### src/rtl/mem_wb_stage.sv
// MEM/WB pipeline stage: takes EX results, runs LOAD/STORE over a req/ack memory port,
// drives the register-file write port, pulses BRZ branches and applies backpressure to EX.
module mem_wb_stage #(
  parameter int unsigned DATA_WIDTH  = 32,
  parameter int unsigned ADDR_WIDTH  = 16,
  parameter int unsigned MEM_TIMEOUT = 16
) (
  input  logic                  ClockInput,
  input  logic                  ResetInput,
  input  logic                  InValid,
  output logic                  InReady,
  input  logic [31:0]           Instruction,
  input  logic [DATA_WIDTH-1:0] Result,
  input  logic                  ZeroFlag,
  input  logic [DATA_WIDTH-1:0] StoreData,
  output logic                  MemReq,
  output logic                  MemWrite,
  output logic [ADDR_WIDTH-1:0] MemAddr,
  output logic [DATA_WIDTH-1:0] MemWData,
  input  logic                  MemAck,
  input  logic [DATA_WIDTH-1:0] MemRData,
  output logic                  RegWriteEnable,
  output logic [3:0]            RegWriteAddr,
  output logic [DATA_WIDTH-1:0] RegWriteData,
  output logic                  BranchTaken,
  output logic [DATA_WIDTH-1:0] BranchTarget,
  output logic                  MemError
);

  localparam int unsigned CntW = $clog2(MEM_TIMEOUT + 1);

  localparam logic [3:0] OpNop   = 4'h0;
  localparam logic [3:0] OpLoad  = 4'h8;
  localparam logic [3:0] OpStore = 4'h9;
  localparam logic [3:0] OpBrz   = 4'hA;

  typedef enum logic [1:0] {StIdle, StMemReq, StWriteback} state_e;

  state_e                state_q, state_d;
  logic [3:0]            op_q, op_d;
  logic [3:0]            dest_q, dest_d;
  logic [ADDR_WIDTH-1:0] addr_q, addr_d;
  logic [DATA_WIDTH-1:0] sdata_q, sdata_d;
  logic                  zero_q, zero_d;
  logic [CntW-1:0]       cnt_q, cnt_d;
  logic                  we_q, we_d;
  logic [3:0]            waddr_q, waddr_d;
  logic [DATA_WIDTH-1:0] wdata_q, wdata_d;
  logic                  br_q, br_d;
  logic [DATA_WIDTH-1:0] btgt_q, btgt_d;
  logic                  err_q, err_d;

  logic       mem_req;
  logic [3:0] in_op;
  logic [3:0] in_dest;

  // Only opcode and destination fields are decoded here.
  logic unused_instr;
  assign unused_instr = ^{Instruction[23:0], zero_q};

  assign in_op   = Instruction[31:28];
  assign in_dest = Instruction[27:24];

  always_comb begin
    state_d = state_q;
    op_d    = op_q;
    dest_d  = dest_q;
    addr_d  = addr_q;
    sdata_d = sdata_q;
    zero_d  = zero_q;
    cnt_d   = cnt_q;
    err_d   = err_q;
    // Writeback outputs are single-cycle: cleared unless set by this transition.
    we_d    = 1'b0;
    waddr_d = 4'd0;
    wdata_d = '0;
    br_d    = 1'b0;
    btgt_d  = '0;

    unique case (state_q)
      StIdle, StWriteback: begin
        if (InValid) begin
          op_d    = in_op;
          dest_d  = in_dest;
          addr_d  = Result[ADDR_WIDTH-1:0];
          sdata_d = StoreData;
          zero_d  = ZeroFlag;
          if (in_op == OpLoad || in_op == OpStore) begin
            state_d = StMemReq;
            cnt_d   = '0;
          end else begin
            state_d = StWriteback;
            if (in_op == OpBrz) begin
              br_d   = ZeroFlag;
              btgt_d = Result;
            end else if (in_op != OpNop) begin
              we_d    = (in_dest != 4'd0);
              waddr_d = in_dest;
              wdata_d = Result;
            end
          end
        end else begin
          state_d = StIdle;
        end
      end
      StMemReq: begin
        // An ack in the expiry cycle takes priority over the timeout.
        if (MemAck) begin
          state_d = StWriteback;
          if (op_q == OpLoad) begin
            we_d    = (dest_q != 4'd0);
            waddr_d = dest_q;
            wdata_d = MemRData;
          end
        end else if (cnt_q == CntW'(MEM_TIMEOUT - 1)) begin
          err_d   = 1'b1;
          state_d = StWriteback;
        end else begin
          cnt_d = cnt_q + 1'b1;
        end
      end
      default: state_d = StIdle;
    endcase
  end

  always_ff @(posedge ClockInput) begin
    if (ResetInput) begin
      state_q <= StIdle;
      op_q    <= 4'd0;
      dest_q  <= 4'd0;
      addr_q  <= '0;
      sdata_q <= '0;
      zero_q  <= 1'b0;
      cnt_q   <= '0;
      we_q    <= 1'b0;
      waddr_q <= 4'd0;
      wdata_q <= '0;
      br_q    <= 1'b0;
      btgt_q  <= '0;
      err_q   <= 1'b0;
    end else begin
      state_q <= state_d;
      op_q    <= op_d;
      dest_q  <= dest_d;
      addr_q  <= addr_d;
      sdata_q <= sdata_d;
      zero_q  <= zero_d;
      cnt_q   <= cnt_d;
      we_q    <= we_d;
      waddr_q <= waddr_d;
      wdata_q <= wdata_d;
      br_q    <= br_d;
      btgt_q  <= btgt_d;
      err_q   <= err_d;
    end
  end

  assign mem_req        = (state_q == StMemReq);
  assign InReady        = (state_q == StIdle) || (state_q == StWriteback);
  assign MemReq         = mem_req;
  assign MemWrite       = mem_req && (op_q == OpStore);
  assign MemAddr        = mem_req ? addr_q : '0;
  assign MemWData       = (mem_req && (op_q == OpStore)) ? sdata_q : '0;
  assign RegWriteEnable = we_q;
  assign RegWriteAddr   = waddr_q;
  assign RegWriteData   = wdata_q;
  assign BranchTaken    = br_q;
  assign BranchTarget   = btgt_q;
  assign MemError       = err_q;

endmodule

### config.mk
export PLATFORM = sky130hd
export DESIGN_NAME = mem_wb_stage
export DESIGN_NICKNAME = d
export VERILOG_FILES = /design/src/rtl/mem_wb_stage.sv
export SDC_FILE = /design/constraint.sdc
export NUM_CORES = 1
export LEC_CHECK = 0
export ABC_AREA = 1
export CORE_ASPECT_RATIO = 1.25
export CORE_UTILIZATION = 25
export CTS_CLUSTER_DIAMETER = 40
export DETAILED_ROUTE_END_ITERATION = 10
export SYNTH_ARGS = -nofsm -noshare
export SYNTH_HDL_FRONTEND = slang
export SYNTH_SLANG_ARGS = --single-unit
### constraint.sdc
create_clock -name ClockInput -period 1.6 [get_ports ClockInput]
set_clock_uncertainty 0.05 [all_clocks]
set_input_delay 0.24 -clock ClockInput [delete_from_list [all_inputs] [get_ports ClockInput]]
set_output_delay 0.24 -clock ClockInput [all_outputs]
set_load 0.01 [all_outputs]
; Word-level counts from Yosys, hierarchy flattened
; Index checks and enable logic that the tools add are counted.
[totals]
word_cells = 76
ff_bits = 134
input_bits = 133
out_inout_bits = 122
[op_classes]
n_bitwise = 4
n_mux = 33
n_reduce_logical = 13
addsub = 1
n_eq_ne = 13
[op_table]
columns = operator, count
row1 = 2-to-1 mux 32 bit, 7
row2 = case mux 32 bit (2 select lines), 1
row3 = 2-to-1 mux 4 bit, 6
row4 = "== test 4 bit, second input constant", 5
row5 = 2-to-1 mux 5 bit, 4
row6 = 2-to-1 mux 16 bit, 1
row7 = nonzero test 4 bit, 3
row8 = case mux 5 bit (2 select lines), 1
row9 = 2-to-1 mux 2 bit, 4
row10 = "inequality test 2 bit, second input constant", 4
row11 = case mux 4 bit (2 select lines), 1
row12 = 2-to-1 mux 1 bit, 6
row13 = "adder 5 x 1 -> 5 bit, second input constant", 1
row14 = "== test 5 x 4 -> 1 bit, second input constant", 1
row15 = AND reduction 5 bit, 1
row16 = OR reduction 5 bit, 1
row17 = inverter 1 bit, 4
row18 = case mux 2 bit (2 select lines), 1
row19 = "inequality test 3 x 2 -> 1 bit, second input constant", 1
row20 = AND reduction 3 bit, 1
row21 = "== test 2 x 1 -> 1 bit, second input constant", 1
row22 = "== test 2 bit, second input constant", 1
row23 = zero test 2 bit, 1
row24 = logical OR 1 bit, 2
row25 = 5 further kinds, 5

; Depth between registers and ports, before layout
; Gate-level depths: netlist of run 1.
[logic_depth]
ltp_word = 6
ltp_mapped = 9
depth_no_buf = 9

; Worst setup path after synthesis of run 1
; Ideal clock, no wire load.
[synth_timing]
path_type = register to output
start = reg state_q[0]
end = out MemWData[5]
stages_incl_launch_ff = 8
setup_slack_ns = 0.084
required_time_ns = 1.310
path_buffers = 1
arrival_time_ns = 1.226
path_cell_list = dfxtp_1 inv_4 nor2_8 nand2_2 nor2_4 inv_2 buf_6 nor2_1
[synth_via]
elab_chain_len = 3
[synth_rtl]
columns = item, line_no
row1 = "start, declared", 39  ; state_e state_q, state_d;
row2 = "start signal, assigned", 128  ; state_q <= StIdle;
row3 = "start signal, assigned", 142  ; state_q <= state_d;
row4 = == test 2 x 1 -> 1 bit, 158  ; assign mem_req = (state_q == StMemReq);
row5 = net MemReq, 16  ; output logic MemReq,
row6 = logical AND 1 bit, n/a
row7 = net MemWrite, 17  ; output logic MemWrite,
row8 = 2-to-1 mux 32 bit, 163  ; assign MemWData = (mem_req && (op_q == OpStore)) ? sdata_q : '0;
row9 = "end, declared", 19  ; output logic [DATA_WIDTH-1:0] MemWData,
; The timed path passes the listed nets, and every way through them passes these cells.

; Worst setup path after layout of run 1
[layout_timing]
start = reg state_q[0]
end = out MemWData[24]
[layout_via]
elab_chain_len = 3
[layout_rtl]
columns = item, line_no
row1 = == test 2 x 1 -> 1 bit, 158
row2 = logical AND 1 bit, 163
row3 = 2-to-1 mux 32 bit, 163
; Every way passes these cells.

==> results_dict.tcl, run 1 <==
set metrics [dict create \
    antenna_found_initial 0 \
    cp_common_cell "inv_4" \
    drt_iter0_drc 159 \
    start_kind "flip-flop" \
    worstPathArrival_ps 1510 \
    gr-total-overflow 0 \
    reg2regPathDepth 10 \
    synth-simple-area-share 0.203 \
    syn_to_final_growth_pct 75.4 \
    finish.instance_area_um2 8940 \
    antennaDiodeCount 0 \
    powerDensity_nw_per_um2 959 \
    worstSetupPathType "flip-flop to primary output" \
    yosysWarningCount 0 \
    hold_path_class "input port to flip-flop" \
    clock.fmax_mhz 556 \
    synth.yosys.seq_area_share 0.526 \
    io_pins 255 \
    num_vias 5104 \
    drive_gt1_frac 0.220 \
    cp-end-kind "primary output" \
    finalPower_uw 8570 \
    synth_top_family_by_area "simple AND/OR/NAND/NOR gates" \
    clock_sinks 134 \
    drc 0 \
    synth-compound-area-share 0.151 \
    slew-limit-headroom 0.612 \
    cts_tree "done" \
    fp.coreArea_um2 20000 \
    worst_pin_slew_ps 582 \
    grt_usage 0.171 \
    cts_root_buf "clkbuf_16" \
    placed_area_um2 7930 \
    fin_crit_ps 1800 \
    port_buffers 230 \
    synth_cell_type_count 25 \
    worst-endpoint-required_ps 1310 \
    htreeDepth 4 \
    cp_cell_sequence "inv_4 > nor2_8 > nand2_4 > nor2_4 > inv_4 > buf_12 > nor2_1 > buf_2" \
    clk_pin_slew_ps 60 \
    setup_ws_ps -197 \
    clk_path_buf_depth 2 \
    drt-total-wl_um 17600 \
    status "finished, violations left" \
    setup_violations 85 \
    worst_hold_slack_ps 294 \
    violations "setup timing" \
    synth_fa_ha_area_frac 0.00491 \
    dp_hpwl_um 12000 \
    critPathMaxFanout 22 \
    firstDrtPassIters 7 \
    syn_area_per_cell_um2 7.95 \
    grt_util_met3 0.0659 \
    drv_cap 0 \
    chipWidth_um 130 \
    pre_cts_ws_ps -211 \
    numCtsBuffers 17 \
    syn-instance-count 641 \
    gr-usage-met1 0.190 \
    grt_max_degree 50 \
    viasPerCell 4.31 \
    initial_utilization 0.255 \
    grt_pass1_wl_um 26900 \
    synth_xor_area_frac 0 \
    synth_nets 776 \
    cp_slowest_cell "dfxtp_2" \
    ir_drop_mv 0.668 \
    top_usage_layer "met2" \
    rows 58 \
    insertion_delay_ps 420 \
    power_leakage_uw 0.00428 \
    final_nets 1038 \
    die_area_um2 21000 \
    routabilityCongestion 0.721 \
    finalHoldViolations 0 \
    drt-wirelength-per-cell_um 14.8 \
    die_y_um 162 \
    rsz0062_at_grt "yes" \
    grt_pass1_vias 5019 \
    slew_violations 0 \
    ys_ff_latch 134 \
    use_met2 0.294 \
    final_cell_mix "clkdlybuf4s50_1 (135), dfxtp_1 (131), inv_1 (89), a21oi_1 (83), nor2_1 (79)" \
    final_common_cell "clkdlybuf4s50_1" \
    synthesis.area_um2 5100 \
    synthMuxAreaShare 0 \
    hold_depth 3 \
    postRouteAntennaNets 0 \
    cts_hold_buf 0 \
    cpPeakStageDelay_ps 350 \
    finalCritPeriodShare 1.12 \
]
[critical path: cells and delay by family, from the launching register on]
| family | cells | cell delay (ps) |
|---|---|---|
| AND/OR/NAND/NOR | 4 | 340 |
| flip-flops | 1 | 350 |
| buffers and inverters | 4 | 390 |
[final cells by class]
cell class              count  area, um2
well taps                 270        338
flip-flops and latches    134       2690
repair buffers            283       2850
clock buffers              24        482
multi-input cells         371       2090
clock inverters             7        120
fillers                  2052      11100
inverters                  96        373
[repair_timing]
item	in CTS	in global routing
pin swaps	28	15
buffers inserted	9	3
resized for setup	240	89
gates cloned	4	2
setup endpoints to repair	91	126
[cell families after synthesis]
family | count (synthesis)
compound gates | 153
simple gates | 214
buf+inv | 138
fa+ha+maj | 2
flops | 134
[stage by stage]
stage | setup TNS (ps) | utilization | cells
final | -11180 | 0.446 | 1185
after global routing | -17610 | 0.446 | 1185
after CTS | -11900 | 0.428 | 1181
after detailed placement | -16840 | 0.396 | 1137
after global placement | -16500 | 0.396 | 1137
after floorplan | 0 | - | 641
[flip-flops by register name, indices dropped and copies added, names as in the netlist, 2 cells and up]
signal and cells:
addr_q 16, BranchTarget 32, cnt_q 5, RegWriteAddr 4, RegWriteData 32, state_q 2
sdata_q 32, op_q 4, dest_q 4
[per-layer routing]
| metal | part of all wire | vias to the layer above | routed length, um |
|---|---|---|---|
| met3 | 0.079 | 17 | 1390 |
| met1 | 0.41 | 2331 | 7210 |
| li1 | - | 2586 | - |
| met2 | 0.50 | 170 | 8710 |
| met5 | 0 | - | 0 |
| met4 | 0.016 | 0 | 281 |
[power breakdown]
| part | leakage [uW] | internal, uW | switching [uW] |
|---|---|---|---|
| combinational | 0.00289 | 520 | 483 |
| clock | 0.000290 | 2570 | 1460 |
| sequential | 0.00110 | 3490 | 51.8 |
| total | 0.00428 | 6580 | 1990 |
[final timing paths]
| path | startpoint | end | slack, ps |
|---|---|---|---|
| worst max-delay path | state_q[0] | MemWData[24] | -200 |
| worst min-delay path | ZeroFlag | BranchTaken | 290 |
| worst max register to register | state_q[1] | RegWriteEnable | -150 |
| worst min register to register | sdata_q[17] | sdata_q[17] | 400 |
[cells in the mapped netlist]
master      n  share of area
nor2_1     97          0.071
nand3_2     2         0.0039
nand3b_2    1         0.0022
inv_1      92          0.068
nor2_4      4         0.0088
nand2_1    18          0.013
nand2_4     1         0.0022
o21ai_0    58          0.057
nand2_8     1         0.0039
nor2_2      9          0.011
buf_6       6          0.013
dfxtp_1   134           0.53
a21boi_0    1         0.0015
nor2_8      2         0.0079
nand2_2     2         0.0025
a21oi_1    93          0.091
buf_1       1        0.00074
buf_2      17          0.017
clkbuf_1   17          0.013
inv_2       3         0.0022
a31oi_1     1         0.0012
inv_4       1         0.0012
clkbuf_2    1        0.00098
ha_1        2         0.0049
nand3_1    77          0.076
No activity file was read; power rests on OpenSTA's default activity.
==> run 2, diff against run 1 <==
--- a/config.mk
+++ b/config.mk
@@ -9,5 +9,5 @@
 export CORE_ASPECT_RATIO = 1.25
 export CORE_UTILIZATION = 25
-export CTS_CLUSTER_DIAMETER = 40
+export CTS_CLUSTER_DIAMETER = 200
 export DETAILED_ROUTE_END_ITERATION = 10
 export SYNTH_ARGS = -nofsm -noshare
--- a/constraint.sdc
+++ b/constraint.sdc
@@ -3,3 +3,3 @@
 set_input_delay 0.24 -clock ClockInput [delete_from_list [all_inputs] [get_ports ClockInput]]
 set_output_delay 0.24 -clock ClockInput [all_outputs]
-set_load 0.01 [all_outputs]
+set_load 0.1 [all_outputs]
==> results_dict.tcl, run 2 (synthesis gave the netlist of run 1 again) <==
set metrics [dict create \
    grt_pass1_vias 5090 \
    critPathBufInv 4 \
    clock.fmax_mhz 511 \
    drc 0 \
    numPlacedInstances 1130 \
    multi_input_area_um2 2360 \
    rsz0062_at_grt "yes" \
    num_vias 5133 \
    cts_tree "done" \
    setup_violations 85 \
    drv_cap 0 \
    viasPerCell 4.38 \
    dp_hpwl_um 12300 \
    clock_sinks 134 \
    status "finished, violations left" \
    fp.coreArea_um2 20000 \
    final_nets 1025 \
    finish.instance_area_um2 10500 \
    power_leakage_uw 0.00412 \
    slew-limit-headroom 0.608 \
    grt_max_degree 42 \
    violations "setup timing" \
    slew_violations 0 \
    critPathMaxFanout 10 \
    placed_area_um2 9490 \
    worstSetupPathType "flip-flop to primary output" \
    drt_iter0_drc 151 \
    port_buffers 230 \
    fin_crit_ps 1960 \
    drt-wirelength-per-cell_um 14.9 \
    syn_to_final_growth_pct 107 \
    cts_root_buf "clkbuf_16" \
    drt-total-wl_um 17500 \
    worst_pin_slew_ps 588 \
    worstPathArrival_ps 1670 \
    antennaDiodeCount 0 \
    worst_hold_slack_ps 303 \
    cpPeakStageDelay_ps 380 \
    powerDensity_nw_per_um2 904 \
    io_pins 255 \
    insertion_delay_ps 420 \
    gr-total-overflow 0 \
    routabilityCongestion 0.759 \
    final_common_cell "buf_12" \
    postRouteAntennaNets 0 \
    seq_area_um2 2690 \
    cp_top_family "buffers and inverters" \
    finalHoldViolations 0 \
    fillers 1821 \
    clk_pin_slew_ps 60 \
    finalPower_uw 9530 \
    die_y_um 162 \
    grt_usage 0.171 \
    firstDrtPassIters 7 \
    chipWidth_um 130 \
    start_kind "flip-flop" \
    die_area_um2 21000 \
    grt_pass1_wl_um 27200 \
    initial_utilization 0.255 \
    cp_cell_sequence "inv_8 > nor2_8 > nand2_4 > nor2_4 > inv_4 > buf_12 > nor2_4 > buf_12" \
    clk_path_buf_depth 2 \
    cp-end-kind "primary output" \
    ir_drop_mv 0.614 \
    finalCritPeriodShare 1.22 \
    drive_gt1_frac 0.334 \
    htreeDepth 4 \
    worst-endpoint-required_ps 1310 \
    hold_path_class "input port to flip-flop" \
    antenna_found_initial 1 \
    numCtsBuffers 17 \
    setup_ws_ps -358 \
    final_cell_mix "buf_12 (137), dfxtp_1 (131), clkdlybuf4s50_1 (107), inv_1 (91), a21oi_1 (76)" \
    cp_slowest_cell "dfxtp_4" \
    rows 58 \
    finalNonFillerCells 1173 \
]
==> run 2: cell count changes in the layout (fill, tap and decap cells not counted), sizes merged <==
| cell | delta |
|---|---|
| bufinv | +3 |
| dlymetal6s2s | -33 |
| inv | +1 |
| clkinv | +1 |
| clkdlybuf4s50 | -28 |
| clkbuf | -4 |
| nand2 | -2 |
| dlygate4sd2 | -11 |
| buf | +61 |
==> run 2: path summary, 6_finish.rpt <==
path	start	end	slack, ps	depth (start not counted)
setup / recovery	state_q[0]	MemWData[18]	-360	8
hold reg to reg	op_q[1]	op_q[1]	420	2
hold / removal	ZeroFlag	BranchTaken	300	3
setup reg to reg	state_q[0]	RegWriteAddr[1]	-130	9
==> run 2: metal layers <==
layer	vias to the layer above	wire length (um)	track usage
li1	2554	-	-
met1	2383	6940	0.192
met2	173	8800	0.289
met3	21	1460	0.0695
met4	2	286	0.0618
met5	-	10	0
==> run 2: power by group <==
group / internal, uW / switching (uW) / total (uW)
clock network: 3010 / 1510 / 4520
logic: 613 / 837 / 1450
registers: 3490 / 78.5 / 3570
==> run 2: repair_timing <==
item / CTS / global route
pin swaps: 1 / 38
setup endpoints to repair: 53 / 74
resized for setup: 9 / 44
gates cloned: 1 / 3
setup buffers: 6 / 2
hold buffers: 0 / 0
==> run 2: metrics by stage <==
stage / utilization / TNS (ps) / worst slack, ps
after global placement: 0.474 / -4400 / -112
after detailed placement: 0.474 / -4700 / -133
final: 0.527 / -18980 / -358
after CTS: 0.513 / -15640 / -380
after global routing: 0.527 / -24170 / -424
after floorplan: - / -34290 / -1060
==> run 2: tightest hold or removal path, cell delays in order <==
cell and delay, ps:
clkdlybuf4s50_1 400, inv_1 50, nor2_1 30
==> run 2: cell type report <==
class | count | share of cell area
multi-input cells | 369 | 0.223
repair buffers | 272 | 0.390
clock buffers | 20 | 0.0433
well taps | 270 | 0.0320
flip-flops and latches | 134 | 0.255
clock inverters | 12 | 0.0212
inverters | 96 | 0.0351
